===== config.mk =====
export PLATFORM = sky130hd
export DESIGN_NAME = fp_mul_result_buffer_flat
export DESIGN_NICKNAME = d
export VERILOG_FILES = /design/src/rtl/fp_mul_pkg.sv /design/src/rtl/fp_mul_result_buffer_if.sv /design/src/rtl/sync_fifo.sv /design/src/rtl/fp_mul_result_buffer.sv /design/src/flat_wrapper.sv
export SDC_FILE = /design/constraint.sdc
export NUM_CORES = 1
export LEC_CHECK = 0
export ABC_CLOCK_PERIOD_IN_PS = 14900
export CAP_MARGIN = 20
export CORE_MARGIN = 8
export CORE_UTILIZATION = 55
export CTS_CLUSTER_DIAMETER = 120
export DETAILED_ROUTE_END_ITERATION = 10
export GPL_ROUTABILITY_DRIVEN = 0
export GPL_TIMING_DRIVEN = 0
export PLACE_DENSITY = 0.87
export REMOVE_ABC_BUFFERS = 1
export SYNTH_ARGS = -nofsm -noshare
export SYNTH_HDL_FRONTEND = slang
export SYNTH_SLANG_ARGS = --single-unit

===== constraint.sdc =====
create_clock -name clk -period 14.9 [get_ports clk]
set_input_delay 2.98 -clock clk [delete_from_list [all_inputs] [get_ports clk]]
set_output_delay 2.98 -clock clk [all_outputs]
set_load 0.02 [all_outputs]

===== src/rtl/fp_mul_pkg.sv =====
// fp_mul_pkg: shared types for the FP32 multiplier result buffer.
// Holds the result class enumeration, the IEEE-754 single-precision field
// widths, the packed buffer entry layout and the classify() helper.
package fp_mul_pkg;

  localparam int unsigned EXP_W = 8;
  localparam int unsigned MAN_W = 23;
  localparam logic [EXP_W-1:0] EXP_MAX = 8'hFF;

  typedef enum logic [2:0] {
    FP_ZERO = 3'd0,
    FP_SUB  = 3'd1,
    FP_NORM = 3'd2,
    FP_INF  = 3'd3,
    FP_NAN  = 3'd4
  } fp_class_e;

  typedef struct packed {
    logic [31:0] fp_z;
    logic        ovrf;
    logic        udrf;
    logic [2:0]  r_mode;
    fp_class_e   cls;
  } mul_res_t;

  // Sign bit is deliberately ignored: -0 is zero, -inf is inf, etc.
  function automatic fp_class_e classify(input logic [31:0] fp_z);
    logic [EXP_W-1:0] exp_f;
    logic [MAN_W-1:0] man_f;
    exp_f = fp_z[30:23];
    man_f = fp_z[22:0];
    if (exp_f == '0) begin
      return (man_f == '0) ? FP_ZERO : FP_SUB;
    end else if (exp_f == EXP_MAX) begin
      return (man_f == '0) ? FP_INF : FP_NAN;
    end
    return FP_NORM;
  endfunction

endpackage


===== src/rtl/fp_mul_result_buffer_if.sv =====
// fp_mul_result_buffer_if: both handshakes of the result buffer.
//   in_*  : producer (multiplier) -> buffer, valid/ready
//   out_* : buffer -> consumer, valid/ready, plus result class
// Modports: slave = the buffer itself, master = the environment driving it.
interface fp_mul_result_buffer_if;

  logic        in_valid;
  logic        in_ready;
  logic [31:0] in_fp_z;
  logic        in_ovrf;
  logic        in_udrf;
  logic [2:0]  in_r_mode;

  logic        out_valid;
  logic        out_ready;
  logic [31:0] out_fp_z;
  logic        out_ovrf;
  logic        out_udrf;
  logic [2:0]  out_r_mode;
  logic [2:0]  out_class;

  modport slave (
    input  in_valid, in_fp_z, in_ovrf, in_udrf, in_r_mode, out_ready,
    output in_ready, out_valid, out_fp_z, out_ovrf, out_udrf, out_r_mode, out_class
  );

  modport master (
    output in_valid, in_fp_z, in_ovrf, in_udrf, in_r_mode, out_ready,
    input  in_ready, out_valid, out_fp_z, out_ovrf, out_udrf, out_r_mode, out_class
  );

endinterface


===== src/rtl/sync_fifo.sv =====
// sync_fifo: single-clock FIFO with registered pointers and occupancy.
// Ports:
//   clk_i, rst_ni      clock, async active-low reset
//   push_i / pop_i     write / read requests (ignored when full / empty)
//   wdata_i / rdata_o  write data / head entry (combinational from storage)
//   full_o, empty_o    derived from occupancy, not from pointer equality
//   count_o            occupancy, 0..DEPTH
// DEPTH must be a power of two (>= 2) so the pointers wrap by overflow.
module sync_fifo #(
  parameter int unsigned WIDTH = 8,
  parameter int unsigned DEPTH = 8
) (
  input  logic                     clk_i,
  input  logic                     rst_ni,
  input  logic                     push_i,
  input  logic                     pop_i,
  input  logic [WIDTH-1:0]         wdata_i,
  output logic [WIDTH-1:0]         rdata_o,
  output logic                     full_o,
  output logic                     empty_o,
  output logic [$clog2(DEPTH):0]   count_o
);

  localparam int unsigned AW = $clog2(DEPTH);
  localparam logic [AW:0] FullCnt = (AW+1)'(DEPTH);

  logic [AW-1:0] wptr_q, wptr_d;
  logic [AW-1:0] rptr_q, rptr_d;
  logic [AW:0]   count_q, count_d;
  logic [WIDTH-1:0] mem_q [DEPTH];

  logic do_push, do_pop;

  assign full_o  = (count_q == FullCnt);
  assign empty_o = (count_q == '0);
  assign count_o = count_q;
  assign rdata_o = mem_q[rptr_q];

  assign do_push = push_i & ~full_o;
  assign do_pop  = pop_i & ~empty_o;

  always_comb begin
    wptr_d  = wptr_q;
    rptr_d  = rptr_q;
    count_d = count_q;
    if (do_push) wptr_d = wptr_q + 1'b1;
    if (do_pop)  rptr_d = rptr_q + 1'b1;
    unique case ({do_push, do_pop})
      2'b10:   count_d = count_q + 1'b1;
      2'b01:   count_d = count_q - 1'b1;
      default: count_d = count_q;
    endcase
  end

  always_ff @(posedge clk_i or negedge rst_ni) begin
    if (!rst_ni) begin
      wptr_q  <= '0;
      rptr_q  <= '0;
      count_q <= '0;
    end else begin
      wptr_q  <= wptr_d;
      rptr_q  <= rptr_d;
      count_q <= count_d;
    end
  end

  // Storage is not reset; stale entries are never visible because the
  // consumer side gates its outputs on empty.
  always_ff @(posedge clk_i) begin
    if (do_push) mem_q[wptr_q] <= wdata_i;
  end

endmodule


===== src/rtl/fp_mul_result_buffer.sv =====
// fp_mul_result_buffer: downstream stage of the FP32 multiplier.
// Classifies each accepted result, queues it in a DEPTH-entry FIFO behind
// valid/ready handshakes and keeps saturating overflow/underflow/NaN counters.
// Ports:
//   clk, rst_n    clock, async active-low reset
//   bus (slave)   in_* producer handshake and out_* consumer handshake
//   clr_cnt       synchronous clear of the event counters (wins over increment)
//   count         FIFO occupancy
//   ovrf_cnt, udrf_cnt, nan_cnt  saturating event counters, CW bits
module fp_mul_result_buffer
  import fp_mul_pkg::*;
#(
  parameter int unsigned DEPTH = 8,
  parameter int unsigned CW    = 16
) (
  input  logic                   clk,
  input  logic                   rst_n,
  fp_mul_result_buffer_if.slave  bus,
  input  logic                   clr_cnt,
  output logic [$clog2(DEPTH):0] count,
  output logic [CW-1:0]          ovrf_cnt,
  output logic [CW-1:0]          udrf_cnt,
  output logic [CW-1:0]          nan_cnt
);

  localparam logic [CW-1:0] CntMax = '1;

  mul_res_t wr_entry;
  mul_res_t head_entry;
  logic     full, empty, push, pop;

  logic [CW-1:0] ovrf_cnt_q, ovrf_cnt_d;
  logic [CW-1:0] udrf_cnt_q, udrf_cnt_d;
  logic [CW-1:0] nan_cnt_q, nan_cnt_d;

  always_comb begin
    wr_entry.fp_z   = bus.in_fp_z;
    wr_entry.ovrf   = bus.in_ovrf;
    wr_entry.udrf   = bus.in_udrf;
    wr_entry.r_mode = bus.in_r_mode;
    wr_entry.cls    = classify(bus.in_fp_z);
  end

  assign bus.in_ready  = ~full;
  assign bus.out_valid = ~empty;
  assign push          = bus.in_valid & ~full;
  assign pop           = bus.out_ready & ~empty;

  sync_fifo #(
    .WIDTH ($bits(mul_res_t)),
    .DEPTH (DEPTH)
  ) u_fifo (
    .clk_i   (clk),
    .rst_ni  (rst_n),
    .push_i  (push),
    .pop_i   (pop),
    .wdata_i (wr_entry),
    .rdata_o (head_entry),
    .full_o  (full),
    .empty_o (empty),
    .count_o (count)
  );

  // Head entry is shown directly from storage; zeroed while empty.
  always_comb begin
    bus.out_fp_z   = '0;
    bus.out_ovrf   = 1'b0;
    bus.out_udrf   = 1'b0;
    bus.out_r_mode = '0;
    bus.out_class  = '0;
    if (!empty) begin
      bus.out_fp_z   = head_entry.fp_z;
      bus.out_ovrf   = head_entry.ovrf;
      bus.out_udrf   = head_entry.udrf;
      bus.out_r_mode = head_entry.r_mode;
      bus.out_class  = head_entry.cls;
    end
  end

  always_comb begin
    ovrf_cnt_d = ovrf_cnt_q;
    udrf_cnt_d = udrf_cnt_q;
    nan_cnt_d  = nan_cnt_q;
    if (clr_cnt) begin
      ovrf_cnt_d = '0;
      udrf_cnt_d = '0;
      nan_cnt_d  = '0;
    end else if (push) begin
      if (wr_entry.ovrf && (ovrf_cnt_q != CntMax)) ovrf_cnt_d = ovrf_cnt_q + 1'b1;
      if (wr_entry.udrf && (udrf_cnt_q != CntMax)) udrf_cnt_d = udrf_cnt_q + 1'b1;
      if ((wr_entry.cls == FP_NAN) && (nan_cnt_q != CntMax)) nan_cnt_d = nan_cnt_q + 1'b1;
    end
  end

  always_ff @(posedge clk or negedge rst_n) begin
    if (!rst_n) begin
      ovrf_cnt_q <= '0;
      udrf_cnt_q <= '0;
      nan_cnt_q  <= '0;
    end else begin
      ovrf_cnt_q <= ovrf_cnt_d;
      udrf_cnt_q <= udrf_cnt_d;
      nan_cnt_q  <= nan_cnt_d;
    end
  end

  assign ovrf_cnt = ovrf_cnt_q;
  assign udrf_cnt = udrf_cnt_q;
  assign nan_cnt  = nan_cnt_q;

endmodule

===== src/flat_wrapper.sv =====
// flat-port wrapper written by rule: the top's interface ports become plain ports
module fp_mul_result_buffer_flat import fp_mul_pkg::*;
#(
  parameter int unsigned DEPTH = 8,
  parameter int unsigned CW    = 16
)
  (clk, rst_n, clr_cnt, count, ovrf_cnt, udrf_cnt, nan_cnt, bus_in_valid, bus_in_fp_z, bus_in_ovrf, bus_in_udrf, bus_in_r_mode, bus_out_ready, bus_in_ready, bus_out_valid, bus_out_fp_z, bus_out_ovrf, bus_out_udrf, bus_out_r_mode, bus_out_class);
  fp_mul_result_buffer_if bus_i ();
  input  logic clk;
  input  logic rst_n;
  input  logic clr_cnt;
  output logic [$clog2(DEPTH):0] count;
  output logic [CW-1:0] ovrf_cnt;
  output logic [CW-1:0] udrf_cnt;
  output logic [CW-1:0] nan_cnt;
  input wire logic [$bits(bus_i.in_valid)-1:0] bus_in_valid;
  input wire logic [$bits(bus_i.in_fp_z)-1:0] bus_in_fp_z;
  input wire logic [$bits(bus_i.in_ovrf)-1:0] bus_in_ovrf;
  input wire logic [$bits(bus_i.in_udrf)-1:0] bus_in_udrf;
  input wire logic [$bits(bus_i.in_r_mode)-1:0] bus_in_r_mode;
  input wire logic [$bits(bus_i.out_ready)-1:0] bus_out_ready;
  output wire logic [$bits(bus_i.in_ready)-1:0] bus_in_ready;
  output wire logic [$bits(bus_i.out_valid)-1:0] bus_out_valid;
  output wire logic [$bits(bus_i.out_fp_z)-1:0] bus_out_fp_z;
  output wire logic [$bits(bus_i.out_ovrf)-1:0] bus_out_ovrf;
  output wire logic [$bits(bus_i.out_udrf)-1:0] bus_out_udrf;
  output wire logic [$bits(bus_i.out_r_mode)-1:0] bus_out_r_mode;
  output wire logic [$bits(bus_i.out_class)-1:0] bus_out_class;
  assign bus_i.in_valid = bus_in_valid;
  assign bus_i.in_fp_z = bus_in_fp_z;
  assign bus_i.in_ovrf = bus_in_ovrf;
  assign bus_i.in_udrf = bus_in_udrf;
  assign bus_i.in_r_mode = bus_in_r_mode;
  assign bus_i.out_ready = bus_out_ready;
  assign bus_in_ready = bus_i.in_ready;
  assign bus_out_valid = bus_i.out_valid;
  assign bus_out_fp_z = bus_i.out_fp_z;
  assign bus_out_ovrf = bus_i.out_ovrf;
  assign bus_out_udrf = bus_i.out_udrf;
  assign bus_out_r_mode = bus_i.out_r_mode;
  assign bus_out_class = bus_i.out_class;
  fp_mul_result_buffer #(.DEPTH(DEPTH), .CW(CW)) u_core (.clk(clk), .rst_n(rst_n), .bus(bus_i), .clr_cnt(clr_cnt), .count(count), .ovrf_cnt(ovrf_cnt), .udrf_cnt(udrf_cnt), .nan_cnt(nan_cnt));
endmodule

# Word-level counts from Yosys, hierarchy flattened
# Memory sizes are Yosys's and may differ from the RTL's.
# Index checks and enable logic that the tools add are counted.
dict set report classes {
  reduce_logical 14
  n_mux 24
  addsub 7
  bitwise_logic 6
  n_eq_ne 8
}
# op count
set op_table {}
lappend op_table {{two-way mux 16 bit} 9}
lappend op_table {{adder 16 x 1 -> 16 bit, second input constant} 3}
lappend op_table {{!= test 16 bit, second input constant} 3}
lappend op_table {{two-way mux 32 bit} 1}
lappend op_table {{zero test 23 bit} 1}
lappend op_table {{two-way mux 3 bit} 6}
lappend op_table {{nonzero test 2 bit} 5}
lappend op_table {{equality test 8 bit, second input constant} 1}
lappend op_table {{zero test 8 bit} 1}
lappend op_table {{one-hot mux 4 bit (2 select lines)} 1}
lappend op_table {{two-way mux 1 bit} 7}
lappend op_table {{adder 3 x 1 -> 3 bit, second input constant} 2}
lappend op_table {{AND reduction 2 bit} 3}
lappend op_table {{adder 4 x 1 -> 4 bit, second input constant} 1}
lappend op_table {{bitwise AND 1 bit} 4}
lappend op_table {{equality test 4 bit, second input constant} 1}
lappend op_table {{zero test 4 bit} 1}
lappend op_table {{subtractor 4 x 1 -> 4 bit, second input constant} 1}
lappend op_table {{equality test 3 bit, second input constant} 1}
lappend op_table {{logical AND 1 bit} 3}
lappend op_table {{equality test 2 x 1 -> 1 bit, second input constant} 1}
lappend op_table {{equality test 2 bit, second input constant} 1}
lappend op_table {{inverter 1 bit} 2}
dict set report totals {
  memories 1
  output_inout_bits 94
  ramBits 320
  elab_cells 66
  reg_bits 58
  in_bits 42
}
# name depth width rd rd_clocked_by_memory_dff wr line_no
set mem_list {}
lappend mem_list {u_core.u_fifo.mem_q 8 40 1 0 1 sync_fifo.sv:30} ;# logic [WIDTH-1:0] mem_q [DEPTH];

# Longest topological paths before layout
# Gate-level depths: netlist (run 1).
dict set report logic_depth {
  word_depth 10
  mapped_depth 12
  ltp_nobuf 10
}

# Cells and area by module
# Synthesis (run 1) repeated with hierarchy kept, for this count alone.
dict set report hier_totals {
  cells_unflattened 900
  hier_area_um2 16095.4
}
# module cells_per_inst seq_area_each_um2 area_each_um2 instances
set by_module_without_submodules {}
lappend by_module_without_submodules {sync_fifo 530 9859.5 12961.2 1}
lappend by_module_without_submodules {fp_mul_result_buffer 370 1201.2 3134.3 1}

# Least setup slack after synthesis (run 1)
# OpenSTA, ideal clock, no wires.
dict set report synth_timing {
  path_type {input to register}
  startpoint {input bus_in_valid}
  endpoint {memory u_core.u_fifo.mem_q[2][0] (netlist name) (enable)}
  t_required_ns 14.349
  path_slack_ns 6.927
  path_buffers 0
  setup_ns 0.551
  stages 3
  arrival_ns 7.422
  path_cell_list {and2_1 inv_2 nor4b_1}
}
dict set report synth_between {
  elab_chain_len 4
}
# element line_no
set synth_lines {}
lappend synth_lines {{from (decl)} flat_wrapper.sv:16} ;# input wire logic [$bits(bus_i.in_valid)-1:0] bus_in_valid;
lappend synth_lines {{bitwise AND 1 bit} fp_mul_result_buffer.sv:46} ;# assign push = bus.in_valid & ~full;
lappend synth_lines {{bitwise AND 1 bit} sync_fifo.sv:39} ;# assign do_push = push_i & ~full_o;
lappend synth_lines {{two-way mux 1 bit} sync_fifo.sv:70} ;# if (do_push) mem_q[wptr_q] <= wdata_i;
lappend synth_lines {{two-way mux 1 bit (implied by the code)} sync_fifo.sv:70}
lappend synth_lines {{to (decl)} sync_fifo.sv:30}
# Every way passes these cells.

# Worst setup path after layout (run 1)
dict set report layout_timing {
  startpoint {register u_core.u_fifo.rptr_q[0]}
  endpoint {output bus_out_fp_z[19]}
}
dict set report layout_between {
  elab_chain_len 2
}
# element line_no
set layout_lines {}
lappend layout_lines {{from (decl)} sync_fifo.sv:28} ;# logic [AW-1:0] rptr_q, rptr_d;
lappend layout_lines {{from (signal assigned)} sync_fifo.sv:62} ;# rptr_q <= rptr_d;
lappend layout_lines {{memory (8 x 40 bit)} -}
lappend layout_lines {{two-way mux 32 bit} fp_mul_result_buffer.sv:71} ;# if (!empty) begin
lappend layout_lines {{to (decl)} flat_wrapper.sv:24} ;# output wire logic [$bits(bus_i.out_fp_z)-1:0] bus_out_fp_z;
# Every way passes these cells.

==> results.yml, run 1 <==
clocking:
  post_cts_buffers: 0
  cts_hold_buf: 0
  postCtsResizedCells: 0
  cts_inserted_buffers: 38
  clk_path_buf_depth: 3
  clk_latency_ns: 0.52
  cts_sinks: 378
  cts_max_level: 2
  cts_root_buffer: "clkbuf_16"
  cts_tree: "yes"
  clkTransAtPathRegs_ns: 0.06
yosys:
  synthCells: 879
  yosys_warnings: 0
  synth_area_leaders: "edfxtp_1 62%, mux4_2 12%, dfrtp_1 9.4%"
  synth_top_area_share_pct: 62.07
  synth-seq-cells: 378
  synth-edff-count: 320
  avgSynthCellArea_um2: 17.61
  synth_commonest_cells: "320 x edfxtp_1, 80 x mux4_2, 76 x nor2_1"
  ys_types: 49
  async_reset_ff_share_pct: 15.34
  synthFlopType: "edfxtp_1"
  synth-seq-area-share_pct: 71.44
  synth_area_mm2: 0.01548
  yosys.area.top_type: "edfxtp_1"
  yosysMostFrequentCell: "edfxtp_1"
final_layout:
  finalNetCount: 1109
  drive_above_1_share_pct: 19.08
  fill_cells: 1788
  antenna_cells: 0
  stdcell_area_mm2: 0.01888
  ff_latch_area_mm2: 0.01107
  multiInputGateArea_mm2: 0.004235
  syn_to_final_growth_pct: 21.92
sta:
  tightest_slew_ns: 1.033
  setup_viol: 0
  whs_ns: 0.5512
  period_needed_ns: 6.298
  fmax_mhz: 158.8
  slew_headroom_pct: 30.79
  hold_violations: 0
  grt_setup_unrepaired: "no"
  finalMaxSlewViolations: 0
  clock_skew_ns: 0.01501
  final.setup.tns_ns: 0
  fin_crit_sh_pct: 42.27
floorplanning:
  ios: 136
  dieWidth_um: 183.8
  die_area_mm2: 0.03378
  core_mm2: 0.02778
  die_h_um: 183.8
  rows: 61
  start_util_pct: 55.73
global_route:
  grt_max_degree: 58
  grt_pass1_vias: 9370
  grt_use_met1_pct: 26.61
  grt_pass1_wl_um: 53900
  busiest_layer: "met2"
  grt_usage_pct: 20.92
  grt_use_met2_pct: 35.07
  antenna_found_initial: 3
  gr-total-overflow: 0
  use_met3_pct: 5.099
critical_path:
  slowest_delay_ns: 0.94
  path_cells: "buf_16 > mux4_2 > mux2i_1 > nor2_1 > clkdlybuf4s50_1"
  r2r_slack_ns: 11.98
  worstReg2RegStart: "u_core.u_fifo.count_o[0]"
  rr_endpoint: "u_core.u_fifo.count_o[3]"
  r2r_cells: 10
  start_kind: "register"
  slowest_stage: "dfrtp_4"
  end_kind: "output pin"
  arrival_ns: 3.32
  crit_required_ns: 11.92
  path_max_fanout: 44
  worstSetupPathType: "reg2out"
min_path:
  hold_end: "u_core.u_fifo.count_o[3]"
  hp-class: "reg2reg"
  worstHoldStart: "u_core.u_fifo.count_o[3]"
  min_path_cells: 1
power_and_ir_drop:
  switching_share_pct: 31.54
  clkPwrFrac_pct: 25.9
  combPwrFrac_pct: 32.7
  p_int_mw: 2.372
  seqPwrFrac_pct: 41.4
  switchingPower_mw: 1.093
  cellPowerDensity_mw_per_mm2: 183.6
  p_leak_nw: 6.406
  ir_worst_vdd_mv: 0.1029
  p_total_mw: 3.465
placed_design:
  port_buffers: 135
  post_dp_cell_area_mm2: 0.01769
  dp_hpwl_um: 22560
run:
  drv_cap: 0
drt:
  vias_per_cell: 6.040
  wirelength_um: 35180
  antenna_left: 0
  initialDrtViolationCount: 586
  vias: 8837
  drcViolationCount: 0
  dr.pass1.iters: 5
  wl_per_cell_um: 24.05
run_status:
  status: "finished clean"
-- sequential cells by signal, summed over array words and instances (netlist names) --
| register | cells |
|---|---|
| u_core.u_fifo.rptr_q | 3 |
| u_core.udrf_cnt | 16 |
| u_core.u_fifo.mem_q | 320 |
| u_core.u_fifo.wptr_q | 3 |
| u_core.u_fifo.count_o | 4 |
| u_core.nan_cnt | 16 |
| u_core.ovrf_cnt | 16 |
-- routing by layer --
metal | up-vias | wire length (µm)
li1 | 3857 | -
met3 | 76 | 2636
met4 | 6 | 918
met1 | 4529 | 13980
met2 | 369 | 17620
met5 | - | 34
-- layout by cell type (no fill, tap or decap), types with 5 or more instances in the layout --
cell type	netlist	final
edfxtp_1	320	320
clkdlybuf4s50_1	0	133
mux4_2	80	80
nor2_1	76	75
dfrtp_1	58	55
mux2i_1	41	41
clkbuf_16	0	39
nand2_1	29	29
xnor2_1	27	27
nand3_1	21	21
a21oi_1	21	21
buf_6	0	21
buf_4	3	20
nor4_1	16	14
nand4_1	11	11
o31ai_1	11	11
or4_1	11	11
inv_1	10	10
ha_1	10	10
clkinv_2	0	10
clkbuf_1	28	8
and4_1	7	7
a211oi_1	7	7
nor3_1	9	6
nor2b_1	6	6
and3_1	6	6
mux2_1	6	6
and2_1	5	5
clkinvlp_4	0	5
-- power groups by stage --
| stage | Combinational [mW] | Clock [mW] | Sequential, mW |
|---|---|---|---|
| 6_report | 1.13 | 0.899 | 1.43 |
| 5_1_grt | 1.20 | 0.957 | 1.45 |
| 4_1_cts | 1.15 | 0.915 | 1.44 |
| 3_5_place_dp | 1.14 | 0 | 1.45 |
| 3_3_place_gp | 1.06 | 0 | 1.53 |
| 2_1_floorplan | 0.645 | 0 | 1.47 |
-- worst max-delay path by stage --
stage / slack, ns / end / from / depth (start not counted)
CTS: 8.49 / bus_out_fp_z[19] / u_core.u_fifo.rptr_q[0] / 5
global route: 8.38 / bus_out_fp_z[19] / u_core.u_fifo.rptr_q[0] / 5
floorplan: 6.93 / u_core.u_fifo.mem_q[2][0] / bus_in_valid / 3
finish: 8.60 / bus_out_fp_z[19] / u_core.u_fifo.rptr_q[0] / 5
global placement: 2.20 / u_core.u_fifo.mem_q[2][3] / bus_in_valid / 4
detailed placement: 8.29 / u_core.nan_cnt[6] / bus_in_fp_z[18] / 10
-- metrics by stage --
stage	instances	setup slack, ns	util (%)
after floorplan	834	6.926	-
after global placement	1347	2.201	61.60
after detailed placement	1393	8.294	63.68
after CTS	1462	8.488	67.92
after global routing	1463	8.383	67.94
final	1463	8.602	67.94
-- cell type report --
cell class,count,area share [%]
clock inverter,22,0.9081
multi-input combinational,444,22.44
clock buffer,47,5.329
sequential,378,58.66
tap,378,2.506
timing repair buffer,182,9.923
inverter,12,0.2386
-- worst max-delay path: cells and delay by family, from the launching register on --
family	cells	cell delay, ns
flops	1	0.94
buf+inv	2	0.92
mux	2	0.79
simple gates	1	0.10
-- cell families (layout without fill, tap and decap cells) --
family	count (synthesis)	in the layout	share of synthesized area (%)
AO/OA/AOI/OAI	60	60	2.554
XOR/XNOR	30	30	1.697
adder cells (fa/ha/maj)	11	11	0.9375
buffers and inverters	57	263	1.535
flip-flops	378	378	71.44
multiplexers	127	127	14.72
AND/OR/NAND/NOR	216	216	7.112
(Power assumes the default switching activity.)
==> inputs of run 2 (changes only) <==
- ABC_CLOCK_PERIOD_IN_PS: 14900 -> 5450
- CORE_UTILIZATION: 55 -> 52
- PLACE_DENSITY: 0.87 -> 0.86
- clock period: 14.9 -> 5.45 ns (I/O delays scaled with it)
==> run 2 against run 1 <==
  * Via count decreased by 0.84%
  * Final area about the same
  * Die area increased by 5.3%
  * Register-to-register slack got worse by 9.7 ns
  * Non-clock buffer count decreased by 3
  * Wire length decreased by 1.3%
  * Final cell count increased by 0.48%
  * Critical path depth unchanged
  * Global-route usage decreased by 1.6 points
  * Combinational power increased to 2.7 times the previous value
  * Clock skew decreased by 0.0025 ns
  * Sequential power increased to 2.7 times the previous value
  * Critical path type unchanged
  * Critical endpoint is now bus_out_fp_z[2]
  * Largest power group unchanged
==> results.yml, run 2 (synthesized netlist as in run 1, its figures left out) <==
final_layout:
  antenna_cells: 0
  multiInputGateArea_mm2: 0.004235
  top_register: "u_core.u_fifo.mem_q"
  largest_register_ffs: 320
  final_common_cell: "edfxtp_1"
  finalNetCount: 1107
  drive_above_1_share_pct: 18.33
  fill_cells: 2021
  final_cells: 1470
  final_cell_mix: "320 x edfxtp_1, 133 x clkdlybuf4s50_1, 80 x mux4_2"
  ff_latch_area_mm2: 0.01107
  syn_to_final_growth_pct: 21.93
  stdcell_area_mm2: 0.01888
run:
  drv_cap: 0
power_and_ir_drop:
  ir_worst_vdd_mv: 0.2786
  cellPowerDensity_mw_per_mm2: 501.8
  p_leak_nw: 6.388
sta:
  period_needed_ns: 4.437
  grt_setup_unrepaired: "no"
  setup_viol: 0
  fmax_mhz: 225.4
  fin_crit_sh_pct: 81.42
  finalMaxSlewViolations: 0
  hold_violations: 0
  tightest_slew_ns: 1.059
  slew_headroom_pct: 29.04
  clock_skew_ns: 0.01256
  final.setup.tns_ns: 0
critical_path:
  path_max_fanout: 44
  worstSetupPathType: "reg2out"
  end_kind: "output pin"
  cp_top_family: "flip-flops"
  path_cells: "buf_16 > mux4_2 > mux2i_1 > nor2_1 > clkdlybuf4s50_1"
  crit_required_ns: 4.36
  start_kind: "register"
  arrival_ns: 3.35
  slowest_delay_ns: 1.02
  slowest_stage: "dfrtp_4"
  cp_num_buf_inv: 2
clocking:
  cts_sinks: 378
  clk_path_buf_depth: 3
  cts_hold_buf: 0
  cts_tree: "yes"
  clk_latency_ns: 0.52
  cts_inserted_buffers: 39
  post_cts_buffers: 0
  cts_root_buffer: "clkbuf_16"
  postCtsResizedCells: 0
  cts_max_level: 2
  clkTransAtPathRegs_ns: 0.06
floorplanning:
  rows: 63
  dieWidth_um: 188.6
  ios: 136
  core_mm2: 0.02948
  die_area_mm2: 0.03555
  die_h_um: 188.6
  start_util_pct: 52.52
global_route:
  grt_max_degree: 59
  antenna_found_initial: 4
  grt_pass1_vias: 9178
  gr-total-overflow: 0
  grt_pass1_wl_um: 53340
  grt_usage_pct: 19.30
min_path:
  hp-class: "reg2reg"
drt:
  dr.pass1.iters: 5
  wl_per_cell_um: 23.62
  drcViolationCount: 0
  antenna_left: 0
  vias: 8763
  vias_per_cell: 5.961
  initialDrtViolationCount: 645
  wirelength_um: 34730
run_status:
  status: "finished clean"
placed_design:
  port_buffers: 135
  post_dp_cell_area_mm2: 0.01770
  dp_hpwl_um: 22190
  dpl.cell_count: 1403
run 2: changes by cell type in the layout (fill, tap and decap cells not counted):
| cell | change |
|---|---|
| clkinvlp_4 | -2 |
| clkbuf_8 | +1 |
| clkinv_8 | +1 |
| buf_8 | +8 |
| clkinv_1 | +6 |
| buf_4 | -3 |
| buf_12 | +1 |
| clkbuf_1 | -2 |
| clkinv_2 | -7 |
| inv_6 | +1 |
| buf_6 | -7 |
| buf_16 | -2 |
run 2: path summary, 6_finish.rpt:
kind                                                from                          to  cells past startpoint  slack (ns)
max in group asynchronous                          rst_n     u_core.u_fifo.rptr_q[2]                      2        4.27
worst max-delay path             u_core.u_fifo.rptr_q[0]             bus_out_fp_z[2]                      5        1.01
min in group asynchronous                          rst_n           u_core.nan_cnt[3]                      1        0.57
worst min register to register       u_core.udrf_cnt[15]         u_core.udrf_cnt[15]                      1        0.55
worst min-delay path                 u_core.udrf_cnt[15]         u_core.udrf_cnt[15]                      1        0.55
worst max register to register  u_core.u_fifo.count_o[0]  u_core.u_fifo.mem_q[5][33]                      7        2.32
run 2: layer usage:
layer	routed length (µm)	track usage (%)	part of all wire (%)	up-vias
met4	615	4.901	1.8	8
met1	14330	25.16	41	4539
met3	2716	4.935	7.8	57
met2	17010	32.07	49	307
met5	50	0	0.14	-
li1	-	-	-	3852
run 2: where the power goes:
group          internal (mW)  total, mW  switching, mW
Clock                   1.39       2.47           1.08
Combinational           1.55       3.08           1.52
Sequential              3.55       3.92          0.374
run 2: area by class of cell:
cell class              count  share of cell area, %
clock buffers              46                  5.362
clock inverters            21                 0.8948
repair buffers            179                  9.836
well taps                 390                  2.585
multi-input cells         444                  22.44
inverters                  12                 0.2386
flip-flops and latches    378                  58.65
run 2: per-stage QoR:
step	power, mW	utilization [%]	hold slack (ns)	worst slack, ns
final	9.472	64.04	0.5515	1.013
after global routing	9.876	64.04	0.5718	0.7930
after CTS	9.591	64.04	0.5529	0.9267
after detailed placement	7.096	60.03	0.5303	0.7348
after global placement	7.073	58.10	0.5200	-5.556
after floorplan	5.773	-	0.5246	-0.6337
